==> src/rtl/virt_trap_sequencer.sv <==
// Z80 virtualization trap sequencer: tracks virtual/supervisor context, pulses NMI on a trap
// and steers the NMI ack and 0x0066 vector fetch. Optional ACK watchdog: VIRT_TRAP_ACK_TIMEOUT_EN.
module virt_trap_sequencer #(
    parameter int unsigned NMI_PULSE = 4
`ifdef VIRT_TRAP_ACK_TIMEOUT_EN
    ,
    parameter int unsigned ACK_TIMEOUT = 255
`endif
) (
    input  logic       i_clk,
    input  logic       i_rst,
    input  logic       i_trap_condition,
    input  logic       i_irq_n,
    input  logic       i_m1_n,
    input  logic       i_new_isr,
    input  logic       i_last_isr_jmp,
    output logic       o_virtual_mode,
    output logic       o_nmi_n,
    output logic       o_override_address,
    output logic [1:0] o_trap_cause
`ifdef VIRT_TRAP_ACK_TIMEOUT_EN
    ,
    output logic       o_nmi_retry_err
`endif
);

    typedef enum logic [2:0] {
        ST_SUPER,
        ST_EXIT,
        ST_VIRT,
        ST_NMI,
        ST_ACK,
        ST_VECT,
        ST_FETCH
    } state_t;

    localparam logic [3:0] NMI_LOAD = 4'(NMI_PULSE - 1);
`ifdef VIRT_TRAP_ACK_TIMEOUT_EN
    localparam logic [7:0] ACK_LAST = 8'(ACK_TIMEOUT - 1);
`endif

    // Two-flop synchronizers; active-low lines idle high so reset creates no false edge.
    logic [1:0] r_m1_sync;
    logic [1:0] r_trap_sync;
    logic [1:0] r_irq_sync;
    logic [1:0] r_new_isr_sync;
    logic [1:0] r_last_jmp_sync;
    logic       r_m1_prev;

    state_t     r_state;
    state_t     w_state_nxt;
    logic [3:0] r_nmi_cnt;
`ifdef VIRT_TRAP_ACK_TIMEOUT_EN
    logic [7:0] r_ack_cnt;
    logic       r_nmi_retry_err;
`endif

    logic       r_virtual_mode;
    logic       r_nmi_n;
    logic       r_override_address;
    logic [1:0] r_trap_cause;

    logic       w_virtual_mode_nxt;
    logic       w_nmi_n_nxt;
    logic       w_override_nxt;
    logic [1:0] w_trap_cause_nxt;

    logic       w_m1;
    logic       w_m1_fall;
    logic       w_m1_rise;
    logic       w_trap;
    logic       w_irq_req;
    logic       w_last_jmp;
    logic       w_enter_nmi;

    assign w_m1       = r_m1_sync[1];
    assign w_m1_fall  = r_m1_prev & ~w_m1;
    assign w_m1_rise  = ~r_m1_prev & w_m1;
    assign w_trap     = r_trap_sync[1];
    assign w_irq_req  = r_new_isr_sync[1] & ~r_irq_sync[1];
    assign w_last_jmp = r_last_jmp_sync[1];
    assign w_enter_nmi = (w_state_nxt == ST_NMI) && (r_state != ST_NMI);

    // NOTE: sequential state uses non-blocking assignments only, so every flop samples the
    // pre-edge value of every other flop regardless of statement order.
    always_ff @(posedge i_clk) begin
        if (i_rst) begin
            r_m1_sync          <= 2'b11;
            r_trap_sync        <= 2'b00;
            r_irq_sync         <= 2'b11;
            r_new_isr_sync     <= 2'b00;
            r_last_jmp_sync    <= 2'b00;
            r_m1_prev          <= 1'b1;
            r_state            <= ST_SUPER;
            r_nmi_cnt          <= 4'd0;
            r_virtual_mode     <= 1'b0;
            r_nmi_n            <= 1'b1;
            r_override_address <= 1'b0;
            r_trap_cause       <= 2'b00;
        end else begin
            r_m1_sync          <= {r_m1_sync[0], i_m1_n};
            r_trap_sync        <= {r_trap_sync[0], i_trap_condition};
            r_irq_sync         <= {r_irq_sync[0], i_irq_n};
            r_new_isr_sync     <= {r_new_isr_sync[0], i_new_isr};
            r_last_jmp_sync    <= {r_last_jmp_sync[0], i_last_isr_jmp};
            r_m1_prev          <= w_m1;
            r_state            <= w_state_nxt;
            r_virtual_mode     <= w_virtual_mode_nxt;
            r_nmi_n            <= w_nmi_n_nxt;
            r_override_address <= w_override_nxt;
            r_trap_cause       <= w_trap_cause_nxt;
            if (w_enter_nmi) begin
                r_nmi_cnt <= NMI_LOAD;
            end else if ((r_state == ST_NMI) && (r_nmi_cnt != 4'd0)) begin
                r_nmi_cnt <= r_nmi_cnt - 4'd1;
            end
        end
    end

`ifdef VIRT_TRAP_ACK_TIMEOUT_EN
    // ACK watchdog: counts clocks spent waiting for the acknowledge M1.
    always_ff @(posedge i_clk) begin
        if (i_rst) begin
            r_ack_cnt       <= 8'd0;
            r_nmi_retry_err <= 1'b0;
        end else begin
            if (r_state == ST_ACK) begin
                r_ack_cnt <= r_ack_cnt + 8'd1;
            end else begin
                r_ack_cnt <= 8'd0;
            end
            if ((r_state == ST_ACK) && (w_state_nxt == ST_NMI)) begin
                r_nmi_retry_err <= 1'b1;
            end
        end
    end
`endif

    // NOTE: every always_comb target gets a default first, so no path can infer a latch.
    always_comb begin
        w_state_nxt = r_state;
        case (r_state)
            ST_SUPER: begin
                if (w_m1_fall && w_last_jmp) begin
                    w_state_nxt = ST_EXIT;
                end
            end
            ST_EXIT: begin
                if (w_m1_fall) begin
                    w_state_nxt = ST_VIRT;
                end
            end
            ST_VIRT: begin
                if (w_trap || w_irq_req) begin
                    w_state_nxt = ST_NMI;
                end
            end
            ST_NMI: begin
                if (r_nmi_cnt == 4'd0) begin
                    w_state_nxt = ST_ACK;
                end
            end
            ST_ACK: begin
                if (w_m1_fall) begin
                    w_state_nxt = ST_VECT;
`ifdef VIRT_TRAP_ACK_TIMEOUT_EN
                end else if (r_ack_cnt == ACK_LAST) begin
                    w_state_nxt = ST_NMI;
`endif
                end
            end
            ST_VECT: begin
                if (w_m1_fall) begin
                    w_state_nxt = ST_FETCH;
                end
            end
            ST_FETCH: begin
                if (w_m1_rise) begin
                    w_state_nxt = ST_SUPER;
                end
            end
            default: w_state_nxt = ST_SUPER;
        endcase
    end

    // Outputs are decoded from the next state and registered, so they move on the transition edge.
    always_comb begin
        w_virtual_mode_nxt = 1'b0;
        w_nmi_n_nxt        = 1'b1;
        w_override_nxt     = 1'b0;
        w_trap_cause_nxt   = r_trap_cause;
        case (w_state_nxt)
            ST_VIRT, ST_ACK: begin
                w_virtual_mode_nxt = 1'b1;
            end
            ST_NMI: begin
                w_virtual_mode_nxt = 1'b1;
                w_nmi_n_nxt        = 1'b0;
            end
            ST_VECT: begin
                w_virtual_mode_nxt = 1'b1;
                w_override_nxt     = 1'b1;
            end
            ST_FETCH: begin
                w_override_nxt = 1'b1;
            end
            default: begin
                w_virtual_mode_nxt = 1'b0;
            end
        endcase
        if ((r_state == ST_VIRT) && (w_state_nxt == ST_NMI)) begin
            w_trap_cause_nxt = w_trap ? 2'b01 : 2'b10;
        end
    end

    assign o_virtual_mode     = r_virtual_mode;
    assign o_nmi_n            = r_nmi_n;
    assign o_override_address = r_override_address;
    assign o_trap_cause       = r_trap_cause;
`ifdef VIRT_TRAP_ACK_TIMEOUT_EN
    assign o_nmi_retry_err    = r_nmi_retry_err;
`endif

endmodule

==> config.mk <==
export PLATFORM = sky130hd
export DESIGN_NAME = virt_trap_sequencer
export DESIGN_NICKNAME = d
export VERILOG_FILES = /design/src/rtl/virt_trap_sequencer.sv
export SDC_FILE = /design/constraint.sdc
export NUM_CORES = 1
export LEC_CHECK = 0
export CAP_MARGIN = 20
export CORE_MARGIN = 3
export CORE_UTILIZATION = 51
export CTS_CLUSTER_DIAMETER = 80
export CTS_CLUSTER_SIZE = 40
export DETAILED_ROUTE_END_ITERATION = 7
export PLACE_DENSITY = 0.75
export SYNTH_ARGS = -nofsm -noshare
export SYNTH_HDL_FRONTEND = slang
export SYNTH_SLANG_ARGS = --single-unit
export TNS_END_PERCENT = 20
==> constraint.sdc <==
create_clock -name i_clk -period 1.68 [get_ports i_clk]
set_input_delay 0.42 -clock i_clk [delete_from_list [all_inputs] [get_ports i_clk]]
set_output_delay 0.42 -clock i_clk [all_outputs]
set_load 0.005 [all_outputs]
---- Word-level counts from Yosys, hierarchy flattened ----
Cells that the tools add are included.
cells by class
  add/sub/neg operators ................... 1
  multiplexer cells ....................... 14
  equality and inequality tests ........... 12
  reduce and logical (&&, ||, !) cells .... 12
  bitwise logic cells ..................... 6
operators with widths
  cell                                                                   number
  3-bit two-way mux                                                      7
  3-bit case mux with 7 select lines                                     1
  3-bit equality test, second input constant                             6
  3-bit by 2-bit equality test with 1-bit output, second input constant  4
  2-bit two-way mux                                                      3
  1-bit logical AND                                                      4
  4-bit logical NOT                                                      1
  4-bit nonzero test                                                     1
  2-bit OR reduction                                                     2
  4-bit OR reduction                                                     1
  4-bit by 1-bit subtractor with 4-bit output, second input constant     1
  1-bit bitwise AND                                                      3
  3-bit by 1-bit equality test with 1-bit output, second input constant  1
  3-bit logical NOT                                                      1
  1-bit two-way mux                                                      3
  3-bit by 2-bit != test with 1-bit output, second input constant        1
  1-bit inverter                                                         3
  2-bit nonzero test                                                     1
  1-bit logical OR                                                       1
word-level totals
  logic and storage cells ................. 58
  flip-flop bits (word level) ............. 23

---- Logic depth before layout (Yosys ltp) ----
  word-level depth ........................ 8
  mapped depth ............................ 6
  mapped depth without buffers ............ 6

---- Worst setup path before layout ----
OpenSTA, ideal clock, no wires.
  path type ............................... reg2reg
  start ................................... register r_nmi_cnt[0]
  end ..................................... register r_nmi_cnt[1]
  arrival ................................. 1.461 ns
  path slack .............................. 0.149 ns
  cell stages (with the launch flop) ...... 7
  buffers on the path ..................... 0
  clock period less this slack ............ 1.531 ns
  path through ............................ dfxtp_1 -> inv_1 -> ha_1 -> or3b_1 -> nand2_2 -> mux2_1 -> a21oi_1
between the ends
  cells in the longest elaborated chain, start to end .. 6
  elaborated cells between the ends (all ways) .. 11
RTL lines
  item                                                     line  text
  from (decl)                                              52    logic [3:0] r_nmi_cnt;
  from (signal assigned)                                   115   r_nmi_cnt <= r_nmi_cnt - 4'd1;
  4-bit logical NOT                                        159   if (r_nmi_cnt == 4'd0) begin
  3-bit two-way mux                                        159
  3-bit case mux with 7 select lines                       142   case (r_state)
  3-bit by 2-bit equality test with 1-bit output           82    assign w_enter_nmi = (w_state_nxt == ST_NMI) && (r_state != ST_NMI);
  1-bit logical AND                                        82
  2-bit two-way mux or 2-bit nonzero test (tied branches)  n/a
Parallel ways exist; a longest one is shown, timed or not. The select of a mux whose other input is x is not followed.
A chain may end at the register's enable or synchronous reset.

---- Worst setup path in the final report ----
Same ends and word-level chain as after synthesis.

==> results_dict.tcl <==
set metrics [dict create \
    outcome "completed" \
    nFillCells 124 \
    diodes 0 \
    synthCells 88 \
    cp-end-kind "flip-flop" \
    final_common_cell "dfxtp_1" \
    period_share 0.985 \
    area_growth_pct 17.7 \
    die_x_um 48 \
    place.gp.congestion 0.805 \
    wire_per_inst_um 11.4 \
    antenna_found_initial 0 \
    finClkSkew_ns 0.00455 \
    ys_seq_elements 23 \
    die_h_um 48 \
    numCtsBuffers 3 \
    powerDensity_nw_per_um2 805 \
    synth_top_area_share 0.512 \
    place.detailed.hpwl_um 999 \
    fin_util 0.671 \
    hp-class "reg2reg" \
    ant_nets 0 \
    die_area_um2 2300 \
    synth.distinct_cells 39 \
    num_rows 14 \
    critPathKind "reg2reg" \
    root_buffer "clkbuf_4" \
    firstDrtPassIters 4 \
    min_period_ns 1.65 \
    viasPerCell 5.38 \
    hold_slack_ns 0.422 \
    mostFrequentLayoutCells "23 x dfxtp_1, 11 x clkdlybuf4s50_1, 8 x nor2b_1, 5 x nand2_1, 5 x or2_2" \
    path_max_fanout 4 \
    cp.required_ns 1.93 \
    vias 630 \
    synth_area_leaders "dfxtp_1 51%, nor2b_1 5.6%, or2_2 3.5%" \
    cap_viol_max_count 0 \
    grt_pass1_vias 526 \
    ys_seq_area_frac 0.512 \
    core_area_um2 1580 \
    cts_sinks 23 \
    ys.warnings.count 0 \
    synthesis.nets 96 \
    synth_top_area_cell "dfxtp_1" \
    h-tree-depth 1 \
    nets 110 \
    peakVddDrop_v 0.000689 \
    hold_viol 0 \
    relSlewSlack 0.758 \
    syn-cell-area_um2 900 \
    io_pins 12 \
    finalWirelength_um 1340 \
    clock_latency_ns 0.31 \
    ctsHoldBuffers 0 \
    grt_pass1_wl_um 2280 \
    slew_violations 0 \
    tightest_slew_ns 0.363 \
    max_freq_mhz 604 \
    drive_above_1_share 0.188 \
    startpoint_type "flip-flop" \
    syn_avg_cell_area_um2 10.2 \
    drc 0 \
    grt_max_degree 15 \
    drt_iter0_drc 10 \
    crit_arrival_ns 1.90 \
    finalSetupViolations 0 \
    clk_pin_slew_ns 0.12 \
    initial_utilization 0.571 \
    grt_util_all_layers 0.142 \
    p_leak_nw 0.410 \
    cts_tree "built" \
    rsz0062_at_grt "true" \
    io_buffer_count 11 \
    grt.overflow.total 0 \
    clock_path_buffers 2 \
]
[flip-flops by register name, indices dropped and copies added, names as in the netlist, 2 cells and up]
name and flops:
r_nmi_cnt 4, r_state 3, o_trap_cause 2, r_irq_sync 2, r_last_jmp_sync 2, r_m1_sync 2, r_new_isr_sync 2, r_trap_sync 2
[cell type report]
type                       count  area (um^2)  share of cell area
timing repair buffer          13          125               0.118
clock inverter                 1         7.51             0.00709
inverter                       4         15.0              0.0142
sequential                    23          460               0.435
clock buffer                   3         22.5              0.0213
tap                           16         20.0              0.0189
multi-input combinational     57          408               0.385
[synth_stat cells]
master,n
or4_4,1
or2_1,1
nand3b_1,2
buf_2,1
a211oi_1,1
o21ai_2,1
and2_1,1
nor3b_1,2
nand3_1,2
nand2b_1,1
nand2_2,1
or2_2,5
or3b_1,1
nand4_1,1
a41oi_2,1
mux2_2,1
clkbuf_1,2
buf_6,1
dfxtp_1,23
xnor2_1,1
a21oi_1,3
a22oi_1,1
nand4b_1,1
or2_0,1
and3b_2,1
o22ai_1,1
inv_1,4
mux2_1,1
a31oi_1,1
o21ba_1,1
nor2b_1,8
nor3_1,2
nor2_1,2
xor2_1,1
o2bb2ai_1,1
nand2_1,5
ha_1,1
a21boi_0,1
mux2i_1,2
[worst paths after layout]
| check | slack [ns] | from | end | cells past startpoint |
|---|---|---|---|---|
| worst max-delay path | 0.03 | r_nmi_cnt[0]$_SDFFE_PP0P_ | r_nmi_cnt[1]$_SDFFE_PP0P_ | 6 |
| worst min-delay path | 0.42 | r_irq_sync[0]$_SDFF_PP1_ | r_irq_sync[1]$_SDFF_PP1_ | 1 |
| worst max register to register | 0.03 | r_nmi_cnt[0]$_SDFFE_PP0P_ | r_nmi_cnt[1]$_SDFFE_PP0P_ | 6 |
| worst min register to register | 0.42 | r_irq_sync[0]$_SDFF_PP1_ | r_irq_sync[1]$_SDFF_PP1_ | 1 |
[power breakdown]
part	leakage (nW)	switching, mW	total [mW]	internal (mW)
Clock	0.0139	0.161	0.252	0.0906
Sequential	0.188	0.00497	0.562	0.557
Combinational	0.209	0.0134	0.0385	0.0250
Total	0.410	0.179	0.852	0.673
[metrics by stage]
stage,cell area [um^2],setup TNS (ns),setup WS (ns),total power [mW],instances
floorplan,900,0,0.149,0.593,88
global placement,1020,0,0.114,0.613,113
detailed placement,1020,0,0.0339,0.613,113
CTS,1050,0,0.00605,0.871,117
global route,1060,-0.0781,-0.0781,0.894,117
finish,1060,0,0.0253,0.852,117
[kinds of logic (layout without fill, tap and decap cells)]
logic type | after synthesis | count (layout) | share of synthesized area
AOI/OAI and AO/OA | 12 | 12 | 0.104
xor gates and xnor gates | 2 | 2 | 0.0195
adders and majority gates | 1 | 1 | 0.0139
buffers and inverters | 8 | 21 | 0.0431
DFF | 23 | 23 | 0.512
muxes | 4 | 4 | 0.0473
and+or+nand+nor | 38 | 38 | 0.260
[worst max-delay path, stage by stage, from the launching register on]
cell     delay [ns]
dfxtp_1        0.33
inv_1          0.09
ha_2           0.21
or3b_1         0.39
nand2_2        0.12
mux2_1         0.33
a21oi_1        0.13
[what timing repair did]
action                     in CTS  in global routing
resized for setup               0                  2
setup buffers                   0                  0
setup endpoints to repair       0                  4
[routing by layer]
layer / routed length [um] / up-vias / GRT usage
met4: 27 / 0 / 0.0484
met3: 69 / 4 / 0.0602
met2: 620 / 18 / 0.193
li1: - / 321 / -
met5: 0 / - / 0
met1: 620 / 287 / 0.200
Note: power is estimated with default switching activity, not from simulation.
